==> src/rtl/mul_pkg.sv <==
// Shared types and constants for the sequential 8x8 multiplier: step states and per-step shifts.
package mul_pkg;

  localparam int MUL_OP_W = 8;
  localparam int MUL_P_W  = 16;

  typedef enum logic [2:0] {
    IDLE,
    S_LL,
    S_HL,
    S_LH,
    S_HH,
    DONE
  } state_t;

  localparam logic [3:0] SHIFT_LL = 4'd0;
  localparam logic [3:0] SHIFT_HL = 4'd4;
  localparam logic [3:0] SHIFT_LH = 4'd4;
  localparam logic [3:0] SHIFT_HH = 4'd8;

  function automatic logic [3:0] step_shift(input state_t s);
    case (s)
      S_HL:    return SHIFT_HL;
      S_LH:    return SHIFT_LH;
      S_HH:    return SHIFT_HH;
      default: return SHIFT_LL;
    endcase
  endfunction

endpackage

==> src/rtl/CLA.sv <==
// Carry-lookahead adder: every carry is a flat sum of generate terms gated by the propagate run below it.
module CLA #(
  parameter int DATA_WIDTH = 16
) (
  input  logic [DATA_WIDTH-1:0] a,
  input  logic [DATA_WIDTH-1:0] b,
  input  logic                  cin,
  output logic [DATA_WIDTH-1:0] sum,
  output logic                  cout
);

  logic [DATA_WIDTH-1:0] g;
  logic [DATA_WIDTH-1:0] p;
  logic [DATA_WIDTH:0]   c;
  logic                  carry;
  logic                  prop;

  assign g = a & b;
  assign p = a ^ b;

  always_comb begin
    c     = '0;
    carry = 1'b0;
    prop  = 1'b0;
    c[0]  = cin;
    for (int i = 0; i < DATA_WIDTH; i++) begin
      carry = g[i];
      prop  = p[i];
      for (int j = i - 1; j >= 0; j--) begin
        carry = carry | (prop & g[j]);
        prop  = prop & p[j];
      end
      c[i+1] = carry | (prop & cin);
    end
  end

  assign sum  = p ^ c[DATA_WIDTH-1:0];
  assign cout = c[DATA_WIDTH];

endmodule

==> src/rtl/mul4x4.sv <==
// Combinational 4x4 unsigned multiplier, 8-bit product.
module mul4x4 (
  input  logic [3:0] a,
  input  logic [3:0] b,
  output logic [7:0] p
);

  assign p = {4'b0, a} * {4'b0, b};

endmodule

==> src/rtl/mul8x8_seq.sv <==
// Sequential 8x8 unsigned multiplier: one mul4x4 shared over four nibble steps, accumulated through a 16-bit CLA.
// Fixed 4-cycle accept-to-valid latency; the result holds in DONE until out_ready, which also admits the next request.
module mul8x8_seq
  import mul_pkg::*;
#(
  parameter int TAG_W = 2
) (
  input  logic                clk,
  input  logic                rst_n,
  input  logic                in_valid,
  output logic                in_ready,
  input  logic [MUL_OP_W-1:0] in_a,
  input  logic [MUL_OP_W-1:0] in_b,
  input  logic [TAG_W-1:0]    in_tag,
  output logic                out_valid,
  input  logic                out_ready,
  output logic [MUL_P_W-1:0]  out_p,
  output logic [TAG_W-1:0]    out_tag,
  output logic                busy
);

  state_t              state_q;
  state_t              state_d;
  logic [MUL_OP_W-1:0] a_q;
  logic [MUL_OP_W-1:0] b_q;
  logic [TAG_W-1:0]    tag_q;
  logic [MUL_P_W-1:0]  acc_q;
  logic [MUL_P_W-1:0]  acc_sum;
  logic [MUL_P_W-1:0]  pp_shifted;
  logic [3:0]          nib_a;
  logic [3:0]          nib_b;
  logic [7:0]          pp;
  logic                busy_q;
  logic                accept;
  logic                step;
  logic                cla_cout_unused;

  assign in_ready = (state_q == IDLE) || ((state_q == DONE) && out_ready);
  assign accept   = in_valid && in_ready;
  assign step     = (state_q == S_LL) || (state_q == S_HL) ||
                    (state_q == S_LH) || (state_q == S_HH);

  always_comb begin
    nib_a = a_q[3:0];
    nib_b = b_q[3:0];
    case (state_q)
      S_HL: nib_a = a_q[7:4];
      S_LH: nib_b = b_q[7:4];
      S_HH: begin
        nib_a = a_q[7:4];
        nib_b = b_q[7:4];
      end
      default: ;
    endcase
  end

  mul4x4 u_mul4x4 (
    .a (nib_a),
    .b (nib_b),
    .p (pp)
  );

  assign pp_shifted = {8'b0, pp} << step_shift(state_q);

  // Carry-out is dropped: the largest 8x8 product still fits in 16 bits.
  CLA #(.DATA_WIDTH(MUL_P_W)) u_cla (
    .a    (acc_q),
    .b    (pp_shifted),
    .cin  (1'b0),
    .sum  (acc_sum),
    .cout (cla_cout_unused)
  );

  always_comb begin
    state_d = state_q;
    case (state_q)
      IDLE: if (accept) state_d = S_LL;
      S_LL: state_d = S_HL;
      S_HL: state_d = S_LH;
      S_LH: state_d = S_HH;
      S_HH: state_d = DONE;
      DONE: if (out_ready) state_d = in_valid ? S_LL : IDLE;
      default: state_d = IDLE;
    endcase
  end

  always_ff @(posedge clk or negedge rst_n) begin
    if (!rst_n) begin
      state_q <= IDLE;
      busy_q  <= 1'b0;
      a_q     <= '0;
      b_q     <= '0;
      tag_q   <= '0;
      acc_q   <= '0;
    end else begin
      state_q <= state_d;
      busy_q  <= (state_d != IDLE);
      if (accept) begin
        a_q   <= in_a;
        b_q   <= in_b;
        tag_q <= in_tag;
        acc_q <= '0;
      end else if (step) begin
        acc_q <= acc_sum;
      end
    end
  end

  assign out_valid = (state_q == DONE);
  assign out_p     = acc_q;
  assign out_tag   = tag_q;
  assign busy      = busy_q;

endmodule

==> config.mk <==
export PLATFORM = sky130hd
export DESIGN_NAME = mul8x8_seq
export DESIGN_NICKNAME = d
export VERILOG_FILES = /design/src/rtl/mul_pkg.sv /design/src/rtl/CLA.sv /design/src/rtl/mul4x4.sv /design/src/rtl/mul8x8_seq.sv
export SDC_FILE = /design/constraint.sdc
export NUM_CORES = 1
export LEC_CHECK = 0
export BUFFER_PORTS_ARGS = -buffer_cell sky130_fd_sc_hd__clkbuf_2
export CORE_MARGIN = 3
export CORE_UTILIZATION = 60
export CTS_CLUSTER_DIAMETER = 120
export DETAILED_ROUTE_END_ITERATION = 8
export GPL_TIMING_DRIVEN = 0
export PLACE_DENSITY_LB_ADDON = 0.05
export SYNTH_ARGS = -nofsm -noshare
export SYNTH_HDL_FRONTEND = slang
export SYNTH_SLANG_ARGS = --single-unit
==> constraint.sdc <==
create_clock -name clk -period 13.55 [get_ports clk]
set_input_delay 1.355 -clock clk [delete_from_list [all_inputs] [get_ports clk]]
set_output_delay 1.355 -clock clk [all_outputs]
set_load 0.005 [all_outputs]
After elaboration in Yosys (flattened, before gate mapping)
Index checks and enable logic that the tools add are counted.
W data, S select, Z words.
- add/sub/neg operators: 0
- multiply operators: 1
- divide/modulo/power cells: 0
- $lt $le $gt $ge: 0
- equality and inequality tests: 5
- shift operators: 1
- muxes and demuxes: 9
- bitwise operators: 304
- reduce and logical (&&, ||, !) cells: 12
- operators with widths (kind ; number):
    $and A1 B1 Y1 ; 196
    $or A1 B1 Y1 ; 105
    $mux W16 ; 2
    $xor A16 B16 Y16 ; 2
    $pmux W3 S6 ; 1
    $shl A8 B4 Y16 ; 1
    $and A15 B15 Y15 ; 1
    $mul A4 B4 Y8 ; 1
    $mux W4 ; 2
    $pmux W4 S2 ; 1
    $eq A3 B2 Y1 const B ; 2
    $eq A3 B3 Y1 const B ; 2
    $mux W3 ; 2
    $reduce_or A2 Y1 ; 3
    $logic_or A1 B1 Y1 ; 4
    $eq A3 B1 Y1 const B ; 1
    $logic_not A3 Y1 ; 1
    $reduce_bool A3 Y1 ; 1
    $logic_and A1 B1 Y1 ; 2
    $reduce_bool A2 Y1 ; 1
    $mux W1 ; 1
- bits in registers: 38
- latch bits: 0
- RAM bits: 0
- ROM bits: 0
- input port bits: 22
- output and inout bits: 21
- word-level logic and storage cells: 338
- memories: 0

Depth between registers and ports, before layout
Gate-level depths: netlist (run 1).
- depth in word-level cells: 24
- gate-level depth with buffers: 24
- gate-level depth less buffers: 23

Cells and area by module
From an unflattened synthesis (run 1), not the netlist that was laid out.
- cells, all modules: 346
- area, all modules: 3144.3 sq um
- modules (own cells, without submodules) (module ; times used ; cells an instance ; area each (sq um) ; sequential area each (sq um)):
    mul8x8_seq ; 1 ; 196 ; 1959.4 ; 950.9
    CLA ; 1 ; 99 ; 738.2 ; 0.0
    mul4x4 ; 1 ; 51 ; 446.7 ; 0.0

Least setup slack after synthesis (run 1)
OpenSTA, ideal clock, no wires.
- path type: register to register
- start: reg state_q[1]
- end: reg acc_q[11], in the netlist out_p[11]
- library setup time: 135 ps
- arrival: 5439 ps
- required time: 13415 ps
- path slack: 7976 ps
- stages on the path, launching flop included: 24
- path buffers: 2
- clock period less this slack: 5574 ps
- cell sequence: dfrtp_1 > buf_2 > buf_2 > nor3_1 > o21ai_0 > o311ai_0 > or2_2 > fa_1 > inv_1 > fa_1 > fa_1 > a21oi_1 > nor2_1 > nor2_1 > xor2_1 > nor2_1 > o221a_2 > ha_1 > and3_1 > a211oi_1 > o21bai_1 > a21o_1 > a211oi_1 > o31ai_1
- word-level cells in the longest chain between the ends: 20
- elaborated cells on any way between the ends: 55
- those cells by class: mul (1); eq/ne (5); shift (1); mux (5); bitwise (32); reduce/logical (11)
- RTL lines (item ; RTL line ; text):
    start, declared ; mul8x8_seq.sv:22 ; state_t state_q;
    start signal, assigned ; mul8x8_seq.sv:96 ; state_q <= state_d;
    $eq A3 B2 Y1, or another cell as far along ; mul_pkg.sv:22, mul8x8_seq.sv:40, mul8x8_seq.sv:46 ;
    $reduce_or A2 Y1 (no line) ; n/a ;
    $mux W4 ; mul8x8_seq.sv:46 ; case (state_q)
    $mul A4 B4 Y8 ; mul4x4.sv:8 ; assign p = {4'b0, a} * {4'b0, b};
    $shl A8 B4 Y16 ; mul8x8_seq.sv:63 ; assign pp_shifted = {8'b0, pp} << step_shift(state_q);
    $xor A16 B16 Y16 / $and A15 B15 Y15 (equally long branches) ; CLA.sv:19, CLA.sv:18 ;
    $and A1 B1 Y1 (on tied branches) ; CLA.sv:30, CLA.sv:31 ;
    $or A1 B1 Y1, or another cell as far along (8 in series) ; CLA.sv:30 ; carry = carry | (prop & g[j]);
    $or A1 B1 Y1 / $and A1 B1 Y1 (equally long branches) ; CLA.sv:30 ;
    $or A1 B1 Y1 ; CLA.sv:30 ;
    $xor A16 B16 Y16 ; CLA.sv:37 ; assign sum = p ^ c[DATA_WIDTH-1:0];
    $mux W16 ; mul8x8_seq.sv:103 ; end else if (step) begin
    $mux W16 ; mul8x8_seq.sv:98 ; if (accept) begin
    end signal, assigned ; mul8x8_seq.sv:104 ; acc_q <= acc_sum;
    end, declared ; mul8x8_seq.sv:27 ; logic [MUL_P_W-1:0] acc_q;
Several ways; a longest one is shown, not always the timed one. The select of a mux whose other input is x is not followed.
A chain may end at the register's enable or synchronous reset.

Worst setup path after layout (run 1)
Ends and elaborated chain as after synthesis.

==> results of run 1 <==
[cells by family (layout without fill, tap and decap cells)]
logic type / Yosys count / after routing / synth area share
simple gates: 109 / 109 / 0.1779
compound gates: 82 / 82 / 0.1846
flops: 38 / 38 / 0.3211
fa+ha+maj: 32 / 32 / 0.1479
buf+inv: 30 / 80 / 0.04478
mux: 23 / 23 / 0.08534
xor+xnor: 13 / 13 / 0.03845
[metrics by stage]
stage	utilization	setup slack (ns)	hold WS [ns]	cells
finish	0.7429	7.079	0.5102	442
global route	0.7429	6.744	0.5278	442
CTS	0.7429	7.146	0.5127	442
detailed placement	0.7127	7.211	0.4943	434
global placement	0.7127	7.304	0.4844	434
floorplan	-	7.976	0.4787	327
[layer usage]
layer	global-route usage	up-vias
met5	0	-
met4	0.09058	0
met3	0.05319	14
met2	0.3849	96
met1	0.3346	1289
li1	-	1286
[worst reg2reg max path: cells and delay by family (launching register included)]
family	cells	cell delay, ns
flops	1	0.45
compound gates	9	2.14
xor+xnor	1	0.36
simple gates	6	0.96
buf+inv	3	0.53
fa+ha+maj	4	1.90
[worst max path at each step]
| stage | start | to | slack, ns | cells past startpoint |
|---|---|---|---|---|
| after floorplan | state_q[1] | out_p[11] | 7.98 | 23 |
| after global placement | state_q[1] | out_p[11] | 7.30 | 23 |
| after detailed placement | state_q[1] | out_p[11] | 7.21 | 23 |
| after CTS | state_q[1] | out_p[11] | 7.15 | 23 |
| after global routing | state_q[1] | out_p[11] | 6.74 | 23 |
| final | state_q[1] | out_p[11] | 7.08 | 23 |
[state kept, by name (all words and copies together), names as in the netlist]
signal / count
out_p: 16
a_q: 8
b_q: 8
state_q: 3
out_tag: 2
busy: 1
[cell type report]
cell class | instances | area (um2)
buffer | 16 | 80.08
clock buffer | 5 | 68.82
clock inverter | 3 | 68.82
fill | 372 | 1174
inverter | 14 | 52.55
multi-input combinational | 259 | 1878
sequential | 38 | 950.9
tap | 65 | 81.33
timing repair buffer | 42 | 210.2
[cell usage after synthesis, types with 2 or more instances]
library cell	number
o21ai_0	23
ha_1	27
nand2_1	17
o31ai_1	7
buf_6	2
nor3_1	10
or2_2	4
o22ai_1	8
clkbuf_1	9
a21o_1	6
nand3_1	19
o211ai_1	2
o221a_2	3
dfrtp_1	38
xnor2_1	7
o21a_1	4
buf_2	4
nand2b_1	4
o311ai_0	5
and3b_1	2
and3_1	4
xor2_1	6
inv_1	14
mux2i_1	5
mux2_2	18
a21oi_1	10
a211oi_1	5
nor2b_1	7
or3_1	2
nor2_1	35
fa_1	5
==> flow_summary.yaml, run 1 <==
run:
  cap_violations: 0
routing:
  met2_length_um: 3358
  drt_iter0_markers: 154
  vias: 2685
  ant_nets: 0
  vias_per_cell: 6.075
  top_layer_used: "met4"
  met3_wirelength_um: 460
  wl_met1_um: 3189
  drc: 0
  wirelength_um: 7131
  avgRoutedWirePerCell_um: 16.13
  drt_first_pass_iters: 4
worst_setup_path:
  cp_top_family: "compound AO/OA/AOI/OAI gates"
  slowest_stage: "fa_1"
  critPathBufInv: 3
  cp.arrival_ns: 6.63
  r2r_setup_slack_ns: 7.08
  start_kind: "flop"
  cp.required_ns: 13.71
  critical_path.endpoint_type: "flop"
  slowest_delay_ns: 0.54
  cp_max_fo: 10
  rr_startpoint: "state_q[1]"
  crit_chain: "buf_2 -> buf_2 -> nor3_1 -> o21ai_0 -> o311ai_0 -> or2_2 -> fa_1 -> inv_1 -> fa_1 -> fa_1 -> a21oi_1 -> nor2_1 -> nor2_1 -> xor2_1 -> nor2_1 -> o221a_2 -> ha_1 -> and3_1 -> a211oi_1 -> o21bai_1 -> a21o_1 -> a211oi_1 -> o31ai_1"
  ff2ff_path_depth: 23
  worstReg2RegEnd: "out_p[11]"
  path_class: "flop to flop"
synthesis:
  postSynthCellCount: 327
  synthFlopType: "dfrtp_1"
  synthesis.nets: 381
  netlist.area_leader.share: 0.3211
  synth-seq-cells: 38
  netlist.top_cell.by_area: "dfrtp_1"
  synth_edf_count: 0
  async_flop_share: 1.000
  synthTopCellsByArea: "dfrtp_1, ha_1, mux2_2"
  postSynthAreaPerCell_um2: 9.057
  ys_seq_area_frac: 0.3211
  synth_area_um2: 2962
  yosys_warnings: 0
  synth_cell_types: 46
hold_path:
  hold_depth: 1
  min_from: "a_q[1]"
  min_to: "a_q[1]"
  hp-class: "flop to flop"
clock_network:
  postCtsHoldBufs: 0
  clockBufferDepth: 2
  cts_sinks: 38
  cts-root-buf: "clkbuf_8"
  clk_pin_slew_worst_paths_ns: 0.08
  cts_tree: "yes"
  cts_resized: 0
  clk_latency_ns: 0.30
  cts_setup_buffers: 0
  cts_made_buffers: 5
  h-tree-depth: 2
floorplan:
  rows: 24
  dieArea_um2: 5815
  io_pins: 43
  core_um2: 4564
  start_util: 0.6488
  fp.dieW_um: 76.26
  die_h_um: 76.26
sta:
  tightest_slew_ns: 1.005
  timing.setup.tns_ns: 0
  period_share: 0.4776
  max-slew-margin-rel: 0.3297
  hold_viol: 0
  grt_setup_unrepaired: "no"
  maxSlewViolCount: 0
  fmax_mhz: 154.5
  skew_ns: 0.008788
  fin_crit_ns: 6.471
  setup_viol: 0
placement:
  dp_hpwl_um: 5396
  dpl_cell_area_um2: 3253
  gp_congestion: 0.8380
  port_buffers: 42
run_status:
  status: "complete, no violations"
global_route:
  grt_pass1_wl_um: 11730
  grt_max_degree: 39
  overflow: 0
  antenna_found_initial: 0
  grtUsageTotal: 0.2459
  grt_pass1_vias: 2562
cells_and_area:
  diodes: 0
  layout_common_cells: "clkbuf_2, dfrtp_1, nor2_1"
  syn_to_final_growth_pct: 14.49
  fin_nets: 430
  fin_area_um2: 3391
  layout_commonest_cell: "clkbuf_2"
  drive_above_1_share: 0.2202
Power of run 1 is left out: the tool's default activity adds up to more than one toggle a clock period on the data nets, which glitch-free logic cannot reach.
==> run 2: changes to the inputs <==
Settings changed: ABC_AREA set to 1, CORE_UTILIZATION 60 to 58.
Clock period 13.55 ns to 6.3 ns, I/O delays scaled along.
==> run 2 against run 1 <==
Area after synthesis decreased by 3.2%. Final cell count increased by 15%. Worst hold slack worse by 0.042 ns. Critical path depth rose by 4. Synthesized cell count increased by 20%. Die area rose by 0.12%. Critical endpoint is now out_p[13]. Highest routed layer unchanged.
==> flow_summary.yaml, run 2 <==
worst_setup_path:
  worstReg2RegEnd: "out_p[13]"
  critical_path.endpoint_type: "flop"
  rr_startpoint: "state_q[1]"
  path_class: "flop to flop"
  cp.required_ns: 6.49
  start_kind: "flop"
  r2r_setup_slack_ns: 1.29
  cp_max_fo: 7
  endpoint: "out_p[13]"
  cp.arrival_ns: 5.20
  cp-startpoint: "state_q[1]"
  ff2ff_path_depth: 27
global_route:
  antenna_found_initial: 0
  grt_pass1_vias: 2526
  grt_max_degree: 39
  grtUsageTotal: 0.2298
  grt_pass1_wl_um: 10990
  overflow: 0
cells_and_area:
  drive_above_1_share: 0.1787
  final_util: 0.7220
  fin_nets: 495
  diodes: 0
  largest_reg_flops: 16
  layout_common_cells: "nand2_1, clkbuf_2, inv_1"
  stdcell_count: 507
  layout_commonest_cell: "nand2_1"
  syn_to_final_growth_pct: 14.97
routing:
  drc: 0
  drt_iter0_markers: 120
  wirelength_um: 6385
  vias: 2649
  drt_first_pass_iters: 4
  ant_nets: 0
  avgRoutedWirePerCell_um: 12.59
  vias_per_cell: 5.225
sta:
  maxSlewViolCount: 0
  setup_viol: 0
  period_share: 0.7954
  tightest_slew_ns: 0.9532
  hold_viol: 0
  skew_ns: 0.008913
  timing.setup.tns_ns: 0
  fin_crit_ns: 5.011
  grt_setup_unrepaired: "no"
  max-slew-margin-rel: 0.3645
  fmax_mhz: 199.6
floorplan:
  rows: 24
  io_pins: 43
  fp.dieW_um: 76.30
  dieArea_um2: 5822
  core_um2: 4564
  start_util: 0.6280
  die_h_um: 76.30
synthesis:
  synth_edf_count: 0
  async_flop_share: 1.000
  postSynthCellCount: 392
  yosysMostFrequentCell: "nand2_1"
  ys_seq_area_frac: 0.3317
  synth_area_um2: 2866
  synth_commonest_cells: "nand2_1, inv_1, dfrtp_1, nor2_1, ha_1"
  netlist.area_leader.share: 0.3317
  synthesis.nets: 446
  postSynthAreaPerCell_um2: 7.312
  synthTopCellsByArea: "dfrtp_1, nand2_1, ha_1"
  synthFlopType: "dfrtp_1"
  yosys_warnings: 0
  netlist.top_cell.by_area: "dfrtp_1"
  synth_cell_types: 36
  synth-seq-cells: 38
clock_network:
  cts_tree: "yes"
  clockBufferDepth: 2
  cts_made_buffers: 5
  clk_latency_ns: 0.29
  cts_setup_buffers: 0
  cts_resized: 0
  h-tree-depth: 2
  cts-root-buf: "clkbuf_8"
  clk_pin_slew_worst_paths_ns: 0.09
  postCtsHoldBufs: 0
  cts_sinks: 38
placement:
  gp_congestion: 0.9589
  dp_hpwl_um: 5046
  port_buffers: 42
  dp_cells: 499
run:
  cap_violations: 0
run_status:
  status: "complete, no violations"
hold_path:
  hp-class: "primary input to asynchronous set/reset pin"
run 2: cell count changes after synthesis, moves of 7 or more:
cell	previous run	this run
o21ai_1	1	8
nor3_1	10	3
inv_1	14	39
inv_2	0	7
o22ai_1	8	1
a21oi_1	10	21
nand2_1	17	129
mux2_2	18	0
nor2b_1	7	0
clkbuf_1	9	2
o31ai_1	7	0
run 2: cells by family (layout without fill, tap and decap cells):
kind of cell | count (synthesis) | in the layout | synth area share
and+or+nand+nor | 203 | 203 | 0.3003
AOI/OAI and AO/OA | 59 | 59 | 0.1144
buffers and inverters | 53 | 103 | 0.07857
DFF | 38 | 38 | 0.3317
adders and majority gates | 32 | 32 | 0.1528
xor gates and xnor gates | 5 | 5 | 0.01528
muxes | 2 | 2 | 0.006984
run 2: layout make-up:
class	count	area, um2
timing repair buffer	42	210.2
clock inverter	3	68.82
tap	65	81.33
inverter	47	178.9
clock buffer	5	68.82
multi-input combinational	301	1690
sequential	38	950.9
fill	393	1269
buffer	6	46.29
run 2: metal layers:
layer | vias up | GRT usage | share of wire
li1 | 1356 | - | -
met1 | 1229 | 0.3134 | 0.49
met2 | 58 | 0.3840 | 0.46
met3 | 6 | 0.03664 | 0.040
met4 | 0 | 0.05435 | 0.0074
met5 | - | 0 | 0
run 2: worst max-delay path: stages, from the launching register on:
cell and delay [ns]:
dfrtp_1 0.41, inv_1 0.10, nor2_4 0.24, nand2_2 0.14, nand2_4 0.13, nand2_1 0.07, o21ai_0 0.13, nand2_1 0.12
fa_1 0.51, inv_1 0.05, fa_1 0.53, fa_1 0.47, a21oi_1 0.14, nor2_1 0.05, nor2_1 0.12, xnor2_1 0.10
mux2i_1 0.23, nor2_1 0.07, ha_1 0.38, nand2_1 0.08, inv_1 0.10, nand2_1 0.07, nor3_1 0.13, nand2_1 0.07
nand3_1 0.14, nand2_1 0.11, a21oi_1 0.13, o21ai_1 0.08
run 2: how the worst min path moves through the flow:
stage / startpoint / depth (start not counted) / to
2_1_floorplan: rst_n / 0 / a_q[0]
3_3_place_gp: out_tag[1] / 2 / out_tag[1]
3_5_place_dp: out_tag[1] / 2 / out_tag[1]
4_1_cts: out_tag[1] / 2 / out_tag[1]
5_1_grt: out_tag[1] / 2 / out_tag[1]
6_report: rst_n / 1 / b_q[7]
run 2: metrics by stage:
stage	hold slack [ns]	setup slack, ns	instance area, um2
floorplan	0.3344	1.805	2867
global placement	0.4628	1.359	3158
detailed placement	0.4638	1.325	3158
CTS	0.4856	1.298	3296
global route	0.5014	0.8353	3296
finish	0.4685	1.289	3296
Power of run 2 is left out for the same reason.
==> run 3: changes to the inputs <==
Settings changed: ABC_AREA 1 to 0.
Clock period 6.3 ns to 4.74 ns, I/O delays scaled along.
==> run 3 against run 2 <==
The run now ends with negative setup slack left. Global-route usage up 6.0 points. First-iteration DRC count up 130%. Utilization up 13 points. Sequential share of layout area down 5.7 points. Register-to-register slack worse by 2.0 ns. Clock skew up 0.00065 ns. Design area up 25%. Wire length up 48%. Worst hold slack worse by 0.16 ns. Fmax down 8.9%. Non-clock buffer count up 50.
==> flow_summary.yaml, run 3 (same netlist as run 1, synthesis figures left out) <==
placement:
  dp_hpwl_um: 5363
  dpl_cell_area_um2: 3386
  dp_cells: 436
  gp_congestion: 0.8496
  port_buffers: 42
floorplan:
  io_pins: 43
  start_util: 0.6148
  core_um2: 4817
  die_h_um: 77.46
  dieArea_um2: 5999
  rows: 25
  fp.dieW_um: 77.46
worst_setup_path:
  slowest_stage: "fa_1"
  slowest_delay_ns: 0.55
  cp.arrival_ns: 5.72
  cp_max_fo: 8
  cp.required_ns: 4.96
  path_class: "flop to flop"
  crit_chain: "buf_6 -> buf_12 -> nor2b_4 -> buf_6 -> o311ai_4 -> or2_4 -> fa_1 -> inv_2 -> fa_1 -> ha_1 -> a21o_1 -> a21oi_4 -> buf_4 -> xnor2_2 -> nor2_1 -> o221a_2 -> ha_4 -> nand4_1 -> nand2_2 -> a21o_1 -> o21a_4 -> o21a_1 -> o21a_1 -> o31ai_2"
  critical_path.endpoint_type: "flop"
  start_kind: "flop"
  r2r_setup_slack_ns: -0.76
sta:
  tightest_slew_ns: 0.9864
  fmax_mhz: 181.8
  maxSlewViolCount: 0
  fin_crit_ns: 5.501
  fin_ws_ns: -0.7606
  skew_ns: 0.009561
  hold_viol: 0
  max-slew-margin-rel: 0.3424
  period_share: 1.160
  setup_viol: 10
  timing.setup.tns_ns: -5.804
  grt_setup_unrepaired: "yes"
routing:
  drc: 0
  vias: 3059
  vias_per_cell: 6.320
  ant_nets: 0
  avgRoutedWirePerCell_um: 19.53
  wirelength_um: 9453
  drt_iter0_markers: 277
  drt_first_pass_iters: 5
global_route:
  overflow: 0
  grt_max_degree: 39
  grt_pass1_vias: 2885
  antenna_found_initial: 0
  grtUsageTotal: 0.2902
  grt_pass1_wl_um: 14010
run_status:
  violations: "negative setup slack"
  status: "finished, violations left"
clock_network:
  clk_pin_slew_worst_paths_ns: 0.09
  clockBufferDepth: 2
  cts_sinks: 38
  cts-root-buf: "clkbuf_8"
  cts_tree: "yes"
  cts_made_buffers: 5
  postCtsHoldBufs: 0
  clk_latency_ns: 0.31
  h-tree-depth: 2
cells_and_area:
  fin_area_um2: 4121
  layout_common_cells: "clkbuf_2, dfrtp_1, buf_4"
  n_fill_cell: 254
  drive_above_1_share: 0.4077
  layout_commonest_cell: "clkbuf_2"
  syn_to_final_growth_pct: 39.16
  stdcell_count: 484
  diodes: 0
  fin_nets: 470
  largest_reg_flops: 16
run:
  cap_violations: 0
hold_path:
  hp-class: "primary input to asynchronous set/reset pin"
[run 3: cell types whose count changed in the layout (fill, tap and decap cells not counted), sizes merged, moves of 6 or more]
cell,previous run,this run
nor3,4,10
clkbuf,49,55
buf,4,48
a21oi,22,11
nor2b,0,7
o21ai,32,24
nand2,136,17
o31ai,0,7
inv,47,14
mux2,0,18
o22ai,1,8
[run 3: critical path: cells and delay by family (launching register included)]
kind / cells / cell delay [ns]
compound gates: 9 / 1.81
flops: 1 / 0.39
fa+ha+maj: 4 / 1.64
simple gates: 5 / 0.74
buf+inv: 5 / 0.63
xor+xnor: 1 / 0.18
[run 3: final timing paths]
| kind | from | to | cells past startpoint |
|---|---|---|---|
| worst max-delay path | state_q[0] | out_p[13] | 24 |
| worst min-delay path | rst_n | busy | 1 |
| worst max register to register | state_q[0] | out_p[13] | 24 |
| worst min register to register | out_tag[1] | out_tag[1] | 1 |
| max in group asynchronous | rst_n | state_q[2] | 1 |
| min in group clk | in_b[2] | b_q[2] | 2 |
[run 3: area by class of cell]
type	instances	area [um2]	share of cell area
well taps	67	83.83	0.02034
clock buffers	5	68.82	0.01670
multi-input cells	259	2220	0.5386
clock inverters	3	68.82	0.01670
repair buffers	82	546.8	0.1327
flip-flops and latches	38	953.4	0.2313
plain buffers	16	127.6	0.03097
inverters	14	52.55	0.01275
[run 3: per-layer routing]
metal,vias up,global-route usage,wire length [um]
li1,1367,-,-
met1,1485,0.3873,3777
met2,169,0.4888,4627
met3,38,0.04408,694
met4,0,0.08363,354
met5,-,0,0
[run 3: repair_timing]
action | in CTS | in global routing
gates resized for setup | 33 | 31
setup endpoints to repair | 9 | 11
pin swaps | 12 | 28
setup buffers | 23 | 17
[run 3: through the flow]
step,setup slack (ns),hold slack (ns),utilization
final,-0.7606,0.3121,0.8556
after global routing,-0.8852,0.3783,0.8556
after CTS,-0.4987,0.3552,0.8036
after detailed placement,-0.7760,0.4967,0.7029
after global placement,-0.6902,0.4846,0.7029
after floorplan,-0.2499,0.1784,-
Power of run 3 is left out for the same reason.
